<file path="src/rtl/neuron8_layer_seq.sv">
// Layer sequencer: latches one input vector, walks the weight ROM issuing one neuron
// per cycle to a shared 8-input datapath, and streams the returned results with their index.
module neuron8_layer_seq #(
  parameter int NUM_NEURONS = 8,
  parameter int ADDR_W      = 3
) (
  input  logic               clk,
  input  logic               reset,
  input  logic               start,
  input  logic               use_relu,
  input  logic [63:0]        x_in,
  output logic               busy,
  output logic               done,
  output logic [ADDR_W-1:0]  wrom_addr,
  input  logic [71:0]        wrom_data,
  output logic [63:0]        nrn_x,
  output logic [63:0]        nrn_w,
  output logic [7:0]         nrn_bias,
  output logic               nrn_relu,
  output logic               nrn_valid,
  input  logic signed [15:0] nrn_out,
  input  logic               nrn_valid_out,
  output logic               res_valid,
  output logic [ADDR_W-1:0]  res_idx,
  output logic signed [15:0] res_data
);

  localparam int CW = ADDR_W + 1;
  localparam logic [ADDR_W-1:0] LAST_ADDR = ADDR_W'(NUM_NEURONS - 1);
  localparam logic [CW-1:0]     CNT_N     = CW'(NUM_NEURONS);
  localparam logic [CW-1:0]     CNT_LAST  = CW'(NUM_NEURONS - 1);

  typedef enum logic [1:0] {IDLE, ISSUE, DRAIN} state_t;

  state_t          state;
  logic            fetch_vld_p0;
  logic [CW-1:0]   res_cnt;

  // ROM word feeds the datapath directly; it lines up with nrn_valid one cycle after the address
  assign nrn_w    = wrom_data[63:0];
  assign nrn_bias = wrom_data[71:64];

  // p0: address issue; p1: ROM data valid at the datapath
  always_ff @(posedge clk) begin
    if (reset) begin
      state        <= IDLE;
      busy         <= 1'b0;
      wrom_addr    <= '0;
      fetch_vld_p0 <= 1'b0;
      nrn_valid    <= 1'b0;
      nrn_x        <= '0;
      nrn_relu     <= 1'b0;
    end else begin
      nrn_valid <= fetch_vld_p0;
      case (state)
        IDLE: begin
          if (start) begin
            nrn_x        <= x_in;
            nrn_relu     <= use_relu;
            wrom_addr    <= '0;
            fetch_vld_p0 <= 1'b1;
            busy         <= 1'b1;
            state        <= ISSUE;
          end
        end
        ISSUE: begin
          if (wrom_addr == LAST_ADDR) begin
            fetch_vld_p0 <= 1'b0;
            state        <= DRAIN;
          end else begin
            wrom_addr <= wrom_addr + 1'b1;
          end
        end
        DRAIN: begin
          if (res_cnt == CNT_N) begin
            busy  <= 1'b0;
            state <= IDLE;
          end
        end
        default: state <= IDLE;
      endcase
    end
  end

  // Result stage: capture datapath output; counter saturates at NUM_NEURONS so strays are dropped
  always_ff @(posedge clk) begin
    if (reset) begin
      res_valid <= 1'b0;
      done      <= 1'b0;
      res_idx   <= '0;
      res_data  <= '0;
      res_cnt   <= '0;
    end else begin
      res_valid <= 1'b0;
      done      <= 1'b0;
      if (state == IDLE && start) begin
        res_cnt <= '0;
      end else if (nrn_valid_out && busy && (res_cnt < CNT_N)) begin
        res_valid <= 1'b1;
        res_data  <= nrn_out;
        res_idx   <= res_cnt[ADDR_W-1:0];
        res_cnt   <= res_cnt + 1'b1;
        done      <= (res_cnt == CNT_LAST);
      end
    end
  end

endmodule

</file>
<file path="config.mk">
export PLATFORM = sky130hd
export DESIGN_NAME = neuron8_layer_seq
export DESIGN_NICKNAME = d
export VERILOG_FILES = /design/src/rtl/neuron8_layer_seq.sv
export SDC_FILE = /design/constraint.sdc
export NUM_CORES = 1
export LEC_CHECK = 0
export ABC_AREA = 1
export CORE_AREA = 5 5 120 122
export DETAILED_ROUTE_END_ITERATION = 10
export DIE_AREA = 0 0 125 127
export PLACE_DENSITY = 0.79
export REMOVE_ABC_BUFFERS = 1
export SLEW_MARGIN = 10
export SYNTH_ARGS = -nofsm -noshare
export SYNTH_HDL_FRONTEND = slang
export SYNTH_SLANG_ARGS = --single-unit
</file>
<file path="constraint.sdc">
create_clock -name clk -period 1.3 [get_ports clk]
set_input_delay 0.26 -clock clk [delete_from_list [all_inputs] [get_ports clk]]
set_output_delay 0.26 -clock clk [all_outputs]
set_load 0.02 [all_outputs]
</file>
==> After elaboration in Yosys (flattened, before gate mapping) <==
Cells that the tools add are included.
{ "word_totals": {"regBits": 98, "latchBits": 0, "ram_bits": 0, "rom_bits": 0, "in_bits": 157, "out_inout_bits": 163, "word_cells": 53, "mem_count": 0} }
{ "classes": {"addsub": 2, "n_mul": 0, "div_mod_pow": 0, "order_cmp": 1, "eq_ne": 9, "n_shift": 0, "muxes": 13, "bitwise": 2, "reduce_logical": 14} }
{ "ops": {"columns": ["op", "n"], "rows": [
  ["3-bit AND reduction", 4],
  ["2-bit inequality test (second input constant)", 4],
  ["2-bit 2-to-1 mux", 3],
  ["3-bit 2-to-1 mux", 2],
  ["2-bit case mux with 3 select lines", 1],
  ["3-bit case mux with 2 select lines", 1],
  ["4-bit by 1-bit adder with 4-bit output (second input constant)", 1],
  ["4-bit by 3-bit == test with 1-bit output (second input constant)", 1],
  ["4-bit == test (second input constant)", 1],
  ["4-bit < comparator (second input constant)", 1],
  ["1-bit 2-to-1 mux", 4],
  ["1-bit case mux with 2 select lines", 2],
  ["2-bit AND reduction", 2],
  ["2-bit nonzero test", 2],
  ["3-bit by 1-bit adder with 3-bit output (second input constant)", 1],
  ["3-bit == test (second input constant)", 1],
  ["1-bit logical AND", 3],
  ["3-bit OR reduction", 1],
  ["2-bit by 1-bit == test with 1-bit output (second input constant)", 1],
  ["2-bit == test (second input constant)", 1],
  ["2-bit zero test", 1],
  ["1-bit inverter", 2],
  ["2-bit OR reduction", 1]
]} }

==> Logic depth before layout (Yosys ltp) <==
{ "logic_depth": {"ltp_word": 4, "mapped_depth": 8, "ltp_nobuf": 6} }

==> Worst setup path before layout <==
Ideal clock, no wire load.
{ "synth_path": {"kind": "register to register", "from": "register wrom_addr[0]", "to": "register wrom_addr[1]", "setup_ns": 0.113, "arrival_time_ns": 1.128, "t_required_ns": 1.187, "setup_slack_ns": 0.059, "path_stages_with_launch": 7, "path_buffers": 0, "period_less_slack_ns": 1.241, "path_cell_list": "dfxtp_1 -> ha_1 -> ha_1 -> a21oi_1 -> nand2_1 -> nor2_1 -> nor2_1"} }
{ "synth_between": {"elab_chain_cells": 3, "word_cells_on_any_way": 6, "classes_between": "add/sub: 1; eq/ne: 2; mux: 2; reduce/logical: 1"} }
{ "synth_lines": {"columns": ["item", "line_no", "text"], "rows": [
  ["start, declared", "14", "output logic [ADDR_W-1:0] wrom_addr,"],
  ["start signal, assigned", "71", "wrom_addr <= wrom_addr + 1'b1;"],
  ["3-bit by 1-bit adder with 3-bit output or 3-bit == test (tied branches)", "71, 67", null],
  ["3-bit 2-to-1 mux or 2-bit inequality test (tied branches)", null, null],
  ["3-bit case mux with 2 select lines or 3-bit AND reduction (tied branches)", null, null]
]} }
Parallel ways exist; a longest one is shown, timed or not. The select of a mux whose other input is x is not followed.
A chain may end at the register's enable or synchronous reset.

==> Worst setup path after layout <==
{ "layout_path": {"from": "register nrn_x[46]", "to": "output nrn_x[46]"} }
{ "layout_lines": {"columns": ["item", "line_no", "text"], "rows": [
  ["start, declared", "16", "output logic [63:0] nrn_x,"],
  ["start signal, assigned", "58", "nrn_x <= x_in;"]
]} }
No word-level cell between the ends.

==> metrics <==
reg-to-reg slack, setup 80 ps; crit end category output port; Peak VDD IR 0.000638 V; number of global-route vias before repair 3574; Total Nets Final about 800; type of origin of the critical path flop; share of layout cells above drive strength 1 between 10% and 20%; Worst Reg2Reg Path Length in Cells 6; Die Area around 16000 um^2; f_max 0.783 GHz; register bit count reported by yosys 98; RSZ-0062 raised after global routing true; most common cell after layout, fill and taps aside nand2_1; fillers roughly 1300; worst r2r src wrom_addr[0]; MaxCap Viol Count 0; endpoints failing hold 0; DRT iter0 DRCs 204; number of CTS-inserted buffers 9; clock latency on the worst-skew pair 350 ps; leakage power 2.69 nW; total gr overflow 0; Slew Limit Fails 0; DRT antenna net count 0; most frequent cells in the layout nand2_1 (232), dfxtp_1 (96), clkdlybuf4s50_1 (84), clkdlybuf4s15_1 (46), nor2_1 (37); PwrDens 1200 nW/um^2; Worst-path clk slew 70 ps; synth warn 0; fin crit share 98.3%; total number of vias ~3700; RD Place Congestion approximately 0.77; largest net degree at the start of global routing 43; critical path cell sequence dlygate4sd2_1; Top delay family on crit path buffers and inverters; global-route total usage across every layer 20.5%; DP Cell Count between 800 and 900; WL final between 15 and 20 mm; residual DRC count 0; hold_sp fetch_vld_p0; HPWL Detailed around 14 mm; critical path fanouts, max 2; Initial Util 31.7%; global-route wire length before repair 23.8 mm; Avg Inst Size Synth 7.66 um^2; fin cells between 800 and 900; Hold Crit Class reg -> reg; I/O pin cnt 320; total iterations of the first detailed-routing run 4; Min-Delay Endpoint nrn_valid; minimum clock period about 1300 ps; number of buffers on the longest clock path 2; r2r endpoint wrom_addr[1]; hold-critical path depth 2; Clock Skew 4.58 ps; port bufs 175; synth unique cells 18; Syn Inst Count about 540; Tot Pwr 6.99 mW; WP buf/inv 1; clk sinks 98; clock root cell clkbuf_16; CORE AREA 13100 um^2; Area growth, synth to finish 40.1%; # diodes 0; number of vias per cell 4.46; post-synthesis sequential area ratio approximately 47%; initial antenna violation count 0; DIE WIDTH 125 um; # rows 42; Mapped Area 4150 um^2; H-tree depth 3; post-DR wirelength/cell 20.1 um; CP required 1040 ps; Worst Tran Pin Value approximately 240 ps; die height about 130 um; hold buffers post-CTS 0; Slowest-stage cell, CP dlygate4sd2_1; outcome completed; Worst path max stage delay 340 ps; crit path kind reg -> out; final setup fails 0; worst path arrival time 1020 ps; Slew Limit Headroom 84.1%; CTS tree yes
## synth_stat cells (all sizes together)
library cell / n / area share, %
o21ai: 1 / 0.12
inv: 17 / 1.5
clkbuf: 2 / 0.18
nand3: 7 / 0.85
dfxtp: 98 / 47
ha: 4 / 1.2
nor2: 41 / 4.0
a21oi: 23 / 2.8
buf: 94 / 17
nand3b: 17 / 3.1
nand2: 236 / 22
nor3: 1 / 0.12
## cell type report
type	count	area (um^2)	share of cell area [%]
Sequential cell	98	1960	33.8
Timing Repair Buffer	199	1860	32.0
Multi-Input combinational cell	330	1430	24.6
Clock buffer	10	229	3.94
Tap cell	176	220	3.79
Inverter	17	63.8	1.10
Clock inverter	6	43.8	0.754
## flip-flops by register name, indices dropped and copies added (netlist names), 2 cells and up
name       flops
res_cnt        4
state          2
res_data      16
nrn_x         64
res_idx        3
wrom_addr      3
## report_power, final
part | total [mW] | internal [mW] | leakage (nW) | switching (mW)
sequential | 3.28 | 3.19 | 0.804 | 0.0966
clock | 2.48 | 1.30 | 0.121 | 1.18
combinational | 1.23 | 0.597 | 1.77 | 0.634
total | 6.99 | 5.08 | 2.69 | 1.91
## kinds of logic after synthesis
logic type | count (synthesis) | synth area share (%)
compound gates | 24 | 2.90
flops | 98 | 47.3
buf+inv | 113 | 18.8
fa+ha+maj | 4 | 1.21
simple gates | 302 | 29.8
## worst max-delay path by stage
stage	startpoint	slack, ps	endpoint	cells past startpoint
final	nrn_x[46]	20	nrn_x[46]	1
after global routing	wrom_addr[1]	-30	wrom_addr[1]	6
after global placement	start	-300	res_idx[2]	6
after CTS	res_idx[0]	0.2	res_idx[0]	1
after detailed placement	start	-320	res_idx[2]	6
after floorplan	busy	-520	res_cnt[2]	5
## repair_timing
item | CTS | global route
setup endpoints to repair | 91 | 105
cloned | 0 | 1
setup buffers | 0 | 1
resized for setup | 151 | 77
pin swaps | 0 | 5
## through the flow
step	hold slack [ps]	utilization, %	instance area [um^2]	setup slack (ps)	TNS, ps
2_1_floorplan	329	-	3430	-516	-38300
3_3_place_gp	414	43.1	5640	-303	-19640
3_5_place_dp	417	43.1	5640	-324	-22430
4_1_cts	428	44.9	5880	0.203	0
5_1_grt	445	44.4	5810	-30.6	-48.0
6_report	425	44.4	5810	22.2	0
## routing by layer
metal,share of wire (%),wire length (um),vias up,GRT usage [%]
met1,36,6020,1587,20.8
met4,1.4,238,6,6.19
met2,35,5850,304,24.7
li1,-,-,1807,-
met3,26,4400,25,25.1
met5,1.6,264,-,13.0
## worst register-to-register path: stages, from the launching register on
cell and delay, ps:
dfxtp_2 330, ha_2 170, ha_2 180, nand3b_1 220, nand3_1 110, nand2_1 50
nor2_1 90
Note: power is estimated with default switching activity, not from simulation.
